[src/rtl/output_store_control.sv]
// Output-store sequencer: reads one systolic-array sub-tile from the accumulator row by row and
// issues per-column bank writes RD_LATENCY cycles later. Optional macro ACCUM_CLEAR_EN adds clear_after/accum_clear.
module output_store_control #(
    parameter int SYS_ARR_ROWS = 16,
    parameter int SYS_ARR_COLS = 16,
    parameter int MAX_OUT_ROWS = 128,
    parameter int MAX_OUT_COLS = 128,
    parameter int ADDR_WIDTH   = 8,
    parameter int RD_LATENCY   = 1,
    localparam int NUM_SUBMATS_M  = MAX_OUT_ROWS / SYS_ARR_ROWS,
    localparam int NUM_SUBMATS_N  = MAX_OUT_COLS / SYS_ARR_COLS,
    localparam int NUM_ACCUM_ROWS = MAX_OUT_ROWS * NUM_SUBMATS_N,
    localparam int SM_W = (NUM_SUBMATS_M > 1) ? $clog2(NUM_SUBMATS_M) : 1,
    localparam int SN_W = (NUM_SUBMATS_N > 1) ? $clog2(NUM_SUBMATS_N) : 1,
    localparam int NR_W = $clog2(SYS_ARR_ROWS) + 1,
    localparam int NC_W = $clog2(SYS_ARR_COLS) + 1,
    localparam int AR_W = (NUM_ACCUM_ROWS > 1) ? $clog2(NUM_ACCUM_ROWS) : 1
) (
    input  logic                             clk,
    input  logic                             reset,
    input  logic                             start,
    input  logic                             stall,
    input  logic [SM_W-1:0]                  submat_row_in,
    input  logic [SN_W-1:0]                  submat_col_in,
    input  logic [NR_W-1:0]                  num_rows_read,
    input  logic [NC_W-1:0]                  num_cols_read,
    input  logic                             activate,
    input  logic [ADDR_WIDTH-1:0]            wr_base_addr,
    input  logic [ADDR_WIDTH-1:0]            addr_stride,
`ifdef ACCUM_CLEAR_EN
    input  logic                             clear_after,
    output logic                             accum_clear,
`endif
    output logic                             busy,
    output logic                             done,
    output logic [SM_W-1:0]                  submat_row_out,
    output logic [SN_W-1:0]                  submat_col_out,
    output logic                             accum_rd_en,
    output logic [AR_W-1:0]                  accum_rd_row,
    output logic                             relu_en,
    output logic [SYS_ARR_COLS-1:0]          wr_en,
    output logic [SYS_ARR_COLS*ADDR_WIDTH-1:0] wr_addr
);

    typedef enum logic [1:0] {S_IDLE, S_READ, S_DRAIN, S_DONE} state_t;

    state_t                               state_q;
    logic [NR_W-1:0]                      r_q, nrows_q;
    logic [NC_W-1:0]                      ncols_q;
    logic                                 act_q;
    logic [AR_W-1:0]                      base_row_q;
    logic [ADDR_WIDTH-1:0]                waddr_q, stride_q;
    logic [SM_W-1:0]                      srow_q;
    logic [SN_W-1:0]                      scol_q;
    logic [RD_LATENCY-1:0]                vld_pipe_q;
    logic [RD_LATENCY-1:0][ADDR_WIDTH-1:0] addr_pipe_q;
`ifdef ACCUM_CLEAR_EN
    logic                                 clear_q;
`endif

    logic rd_fire, wr_fire, pipe_tail_empty;
    logic [AR_W-1:0] start_row_base;

    assign rd_fire = (state_q == S_READ) && !stall;
    assign wr_fire = vld_pipe_q[RD_LATENCY-1] && !stall;
    assign start_row_base = AR_W'(int'(submat_col_in) * MAX_OUT_ROWS + int'(submat_row_in) * SYS_ARR_ROWS);

    // The last stage empties on the current shift, so only the earlier stages decide drain completion.
    always_comb begin
        pipe_tail_empty = 1'b1;
        for (int i = 0; i < RD_LATENCY - 1; i++)
            if (vld_pipe_q[i]) pipe_tail_empty = 1'b0;
    end

    always_ff @(posedge clk or negedge reset) begin
        if (!reset) begin
            state_q     <= S_IDLE;
            r_q         <= '0;
            nrows_q     <= '0;
            ncols_q     <= '0;
            act_q       <= 1'b0;
            base_row_q  <= '0;
            waddr_q     <= '0;
            stride_q    <= '0;
            srow_q      <= '0;
            scol_q      <= '0;
            vld_pipe_q  <= '0;
            addr_pipe_q <= '0;
`ifdef ACCUM_CLEAR_EN
            clear_q     <= 1'b0;
`endif
        end else if (!stall) begin
            vld_pipe_q[0]  <= rd_fire;
            addr_pipe_q[0] <= waddr_q;
            for (int i = 1; i < RD_LATENCY; i++) begin
                vld_pipe_q[i]  <= vld_pipe_q[i-1];
                addr_pipe_q[i] <= addr_pipe_q[i-1];
            end
            case (state_q)
                S_IDLE: if (start) begin
                    r_q        <= '0;
                    nrows_q    <= num_rows_read;
                    ncols_q    <= num_cols_read;
                    act_q      <= activate;
                    base_row_q <= start_row_base;
                    waddr_q    <= wr_base_addr;
                    stride_q   <= addr_stride;
                    srow_q     <= submat_row_in;
                    scol_q     <= submat_col_in;
`ifdef ACCUM_CLEAR_EN
                    clear_q    <= clear_after;
`endif
                    state_q    <= (num_rows_read == '0 || num_cols_read == '0) ? S_DONE : S_READ;
                end
                S_READ: begin
                    r_q     <= r_q + NR_W'(1);
                    waddr_q <= waddr_q + stride_q;
                    if (r_q == nrows_q - NR_W'(1)) state_q <= S_DRAIN;
                end
                S_DRAIN: if (pipe_tail_empty) state_q <= S_DONE;
                S_DONE:  state_q <= S_IDLE;
                default: state_q <= S_IDLE;
            endcase
        end
    end

    assign busy           = (state_q != S_IDLE);
    assign done           = (state_q == S_DONE) && !stall;
    assign submat_row_out = srow_q;
    assign submat_col_out = scol_q;
    assign accum_rd_en    = rd_fire;
    assign accum_rd_row   = rd_fire ? base_row_q + AR_W'(r_q) : '0;
    assign relu_en        = wr_fire && act_q;
`ifdef ACCUM_CLEAR_EN
    assign accum_clear    = wr_fire && clear_q;
`endif

    // All lanes share one row address; lanes past the column count stay disabled.
    for (genvar c = 0; c < SYS_ARR_COLS; c++) begin : g_lane
        assign wr_en[c] = wr_fire && (NC_W'(c) < ncols_q);
        assign wr_addr[c*ADDR_WIDTH +: ADDR_WIDTH] = wr_fire ? addr_pipe_q[RD_LATENCY-1] : '0;
    end

endmodule
[config.mk]
export PLATFORM = sky130hd
export DESIGN_NAME = output_store_control
export DESIGN_NICKNAME = d
export VERILOG_FILES = /design/src/rtl/output_store_control.sv
export SDC_FILE = /design/constraint.sdc
export NUM_CORES = 1
export LEC_CHECK = 0
export ABC_CLOCK_PERIOD_IN_PS = 2100
export BUFFER_PORTS_ARGS = -buffer_cell sky130_fd_sc_hd__buf_2
export CAP_MARGIN = 30
export CORE_MARGIN = 4
export CORE_UTILIZATION = 42
export DETAILED_ROUTE_END_ITERATION = 8
export PLACE_DENSITY = 0.89
export SYNTH_ARGS = -nofsm -noshare
export SYNTH_HDL_FRONTEND = slang
export SYNTH_SLANG_ARGS = --single-unit
[constraint.sdc]
create_clock -name clk -period 2.1 [get_ports clk]
set_input_delay 0.105 -clock clk [delete_from_list [all_inputs] [get_ports clk]]
set_output_delay 0.105 -clock clk [all_outputs]
set_load 0.01 [all_outputs]
Yosys cells after proc, flatten, opt, wreduce, memory -nomap -nowiden:

Index checks and enable logic that the tools add are counted.

* register bits after elaboration: 59
* logic and storage cells: 80
* bits of input ports: 37

* bitwise gates (word level): 1
* equal/unequal tests: 6
* muxes and demuxes: 10
* add/subtract/negate cells: 5
* reductions and logical operators: 30
* magnitude comparators: 16

Operator list (number)
* less-than comparator 4 x 5 -> 1 bit (first input constant): 8
* logical AND 1 bit: 20
* less-than comparator 3 x 5 -> 1 bit (first input constant): 4
* two-way mux 8 bit: 2
* one-hot mux 8 bit (2 select lines): 1
* adder 10 x 5 -> 10 bit: 1
* adder 10 x 7 -> 10 bit: 1
* zero test 5 bit: 2
* less-than comparator 1 x 5 -> 1 bit (first input constant): 2
* less-than comparator 2 x 5 -> 1 bit (first input constant): 2
* two-way mux 10 bit: 1
* one-hot mux 5 bit (2 select lines): 1
* AND reduction 3 bit: 3
* adder 8 bit: 1
* one-hot mux 2 bit (4 select lines): 1
* two-way mux 2 bit: 3
* adder 5 x 1 -> 5 bit (second input constant): 1
* equality test 5 bit: 1
* two-way mux 5 bit: 1
* subtractor 5 x 1 -> 5 bit (second input constant): 1
* equality test 2 bit (second input constant): 2
* nonzero test 2 bit: 2
* equality test 2 x 1 -> 1 bit (second input constant): 1
* zero test 2 bit: 1
* other kinds (5): 5

Logic depth before layout (Yosys ltp):

* depth in word-level cells: 5
* mapped depth: 9
* mapped depth without buffers: 7

Worst setup path after synthesis:

OpenSTA, ideal clock, no wires.

* path kind: register to register
* start: reg waddr_q[0]
* end: reg waddr_q[6]
* path slack: 0.093 ns
* data arrival time: 1.883 ns
* cell stages (with the launch flop): 8
* period minus slack after synthesis: 2.007 ns
* setup time: 0.124 ns
* cell sequence: dfrtp_1 -> ha_1 -> fa_1 -> a211oi_1 -> o21bai_1 -> a21oi_1 -> mux2i_1 -> a211o_2

* word-level cells in the longest chain between the ends: 2

RTL lines
* start, declared: RTL line 52 `logic [ADDR_WIDTH-1:0] waddr_q, stride_q;`
* start signal, assigned: RTL line 106 `waddr_q <= wr_base_addr;`
* start signal, assigned: RTL line 117 `waddr_q <= waddr_q + stride_q;`
* adder 8 bit: RTL line 117
* one-hot mux 8 bit (2 select lines): RTL line 99 `case (state_q)`

No other way between the ends.
A chain may end at the register's enable or synchronous reset.

Worst setup path in the final report:

Ends and elaborated chain as after synthesis.

==> metrics.yaml <==
status: "finished clean"
fin_crit_sh_pct: 95.9
layout_min_cycle_time_ps: 2010
synth_seq_cells: 49
die-width_um: 103
port_buffers: 200
setup_violations: 0
place_inst: 591
drt_pass1_iterations: 4
grt_overflow: 0
layout-drive-gt1-share_pct: 52.0
num_vias: 2897
min_to: "base_row_q[6]$_DFFE_PN0P_"
comb_power_share_pct: 54.8
numCtsBuffers: 5
cp-end-kind: "register"
synth.top_cells.by_area: "dfrtp_1 32%, buf_4 24%, mux2_2 10%"
dp_hpwl_um: 6570
syn_nets: 459
clockPowerShare_pct: 13.3
diodes: 0
r2r-end: "waddr_q[6]$_DFFE_PN0P_"
hold_depth: 2
grt_pass1_wl_um: 12600
syn_area_per_cell_um2: 9.32
worstSkewPairLatency_ps: 300
wire_per_inst_um: 13.9
leakage_uw: 0.00247
p_sw_uw: 2500
cp-start-kind: "register"
ff2ff_path_depth: 7
fin_skew_ps: 3.96
core-area_um2: 8760
synth_edf_count: 0
finalHoldViolations: 0
final.setup.tns_ps: 0
die_h_um: 103
cap_violations: 0
required_ps: 2290
start_util_pct: 43.2
crit_arrival_ps: 2200
async_flop_share_pct: 100
fillers: 837
grt_pass1_vias: 2600
cts_tree: "done"
grt_usage_pct: 14.8
ff2ff_setup_slack_ps: 90
cts.sinks: 49
avgViaCountPerCell: 4.83
p_int_uw: 3350
dp_slack_ps: 10.3
std_cell_rows: 34
fmax_ghz: 0.496
io_pins: 201
synth_top_cell_area_share_pct: 32.4
ant_nets: 0
syn_area_um2: 3780
yosysWarnings: 0
die_area_um2: 10600
yosysTopAreaCell: "dfrtp_1"
drc: 0
worstReg2RegStart: "waddr_q[0]$_DFFE_PN0P_"
peakVddDrop_mv: 0.612
worstMarginPinSlew_ps: 500
worstSetupPathType: "register to register"
swShare_pct: 42.7
finalNetCount: 544
fin_util_pct: 47.7
layout_setup_ws_ps: 85.6
grt_max_degree: 27
hp-class: "input pin to register"
root_buffer: "clkbuf_8"
clk_pin_slew_worst_paths_ps: 90
drt_wl_total_um: 8350
seq_area_frac_synth_pct: 32.4
cp_max_fo: 3
relSlewSlack_pct: 66.5
netlist_instances: 406
place_congestion: 0.868
area_delta_synth_final_pct: 10.5
seq_power_share_pct: 31.9
final_max_slew_viol_count: 0
h-tree-depth: 2
ys_types: 46
holdWs_ps: 32.3
cts_setup_buffers: 0
fin_cells: 600
drtIter0Drc: 171
antenna_found_initial: 0
cts_buffer_depth: 2
p_per_area_nw_per_um2: 1400
hp-start: "submat_row_in[2]"
synthFlopType: "dfrtp_1"
rsz0062_at_grt: "no"
metal layers:
layer,vias to the layer above,track usage [%],wire [um]
li1,1416,-,-
met1,1337,19.7,3480
met2,138,24.8,4130
met3,6,2.64,662
met4,0,3.88,71
met5,-,0,0
stage by stage:
step                      instance area [um2]  power [uW]
after floorplan                          3780        4450
after global placement                   4030        4900
after detailed placement                 4030        5060
after CTS                                4170        5870
after global routing                     4180        6370
final                                    4180        5860
cell families (layout without fill, tap and decap cells):
logic type               count (synthesis)  count (layout)  share of synthesized area, %
AO/OA/AOI/OAI                           51              51                          8.07
XOR/XNOR                                16              16                          3.71
adder cells (fa/ha/maj)                 16              16                          5.49
buffers and inverters                  145             231                          26.8
flip-flops                              49              49                          32.4
multiplexers                            39              39                          11.4
AND/OR/NAND/NOR                         90              90                          12.1
worst max-delay path, stage by stage, from the launching register on:
cell      delay (ps)
dfrtp_1          400
ha_1             230
fa_1             400
a211oi_2         240
o21bai_1         120
a21oi_2          140
mux2i_1           80
a211o_2          300
final cells by class:
type                    count  area [um2]  share of cell area, %
clock buffers               5        68.8                   1.65
repair buffers            211        1090                   26.0
well taps                 108         135                   3.23
multi-input cells         212        1550                   37.1
inverters                  12        45.0                   1.08
clock inverters             3        65.1                   1.56
flip-flops and latches     49        1230                   29.4
how the worst max path moves through the flow:
stage	start	end	slack, ps
3_3_place_gp	waddr_q[0]$_DFFE_PN0P_	waddr_q[6]$_DFFE_PN0P_	50
5_1_grt	waddr_q[0]$_DFFE_PN0P_	waddr_q[6]$_DFFE_PN0P_	10
6_report	waddr_q[0]$_DFFE_PN0P_	waddr_q[6]$_DFFE_PN0P_	90
4_1_cts	waddr_q[0]$_DFFE_PN0P_	waddr_q[6]$_DFFE_PN0P_	60
2_1_floorplan	waddr_q[0]$_DFFE_PN0P_	waddr_q[6]$_DFFE_PN0P_	90
3_5_place_dp	waddr_q[0]$_DFFE_PN0P_	waddr_q[6]$_DFFE_PN0P_	10
power by group through the flow:
stage,registers (uW),clock network [uW],logic [uW]
finish,1870,781,3210
floorplan,1720,0,2730
global route,1940,836,3590
CTS,1870,797,3210
global placement,1840,0,3060
detailed placement,1890,0,3170
repair_timing:
action	in CTS	in global routing
pin swaps	0	1
setup endpoints to repair	1	1
hold buffers	1	0
gates resized for setup	1	1
cloned	0	0
hold endpoints to repair	49	0
synthesized netlist by cell type, drive strengths merged, types with 4 or more instances:
master / instances
clkbuf: 6
nand3: 10
mux2: 34
and3: 8
xnor2: 7
and2: 9
xor2: 9
nand4: 4
a211oi: 4
nor2: 19
buf: 127
o21ai: 16
a21oi: 16
nand2: 23
inv: 10
ha: 15
mux2i: 5
dfrtp: 49
cells in the final DEF, fill, tap and decap left out, types with 2 or more instances in the layout:
cell type,instances
nand2_1,23
nand3b_1,2
clkbuf_8,5
a21boi_0,2
and3_1,8
or3_1,3
a31oi_1,2
nand3_1,9
xor2_1,9
nor2b_1,3
a21oi_1,15
a211oi_1,3
dfrtp_1,49
and2_1,9
nand4_1,4
xnor2_1,7
nor2_1,19
nand2b_1,2
buf_4,10
buf_2,200
ha_1,15
inv_1,10
clkinv_1,2
mux2i_1,5
mux2_2,34
o21ai_0,15
nor3_1,3
bufinv_16,2
or4_1,2
state kept, by name (all words and copies together), names as in the netlist:
name,flops
nrows_q,5
state_q,2
addr_pipe_q,8
ncols_q,5
vld_pipe_q,1
submat_row_out,2
r_q,5
stride_q,8
waddr_q,8
submat_col_out,2
base_row_q,2
act_q,1
(Power assumes the default switching activity.)
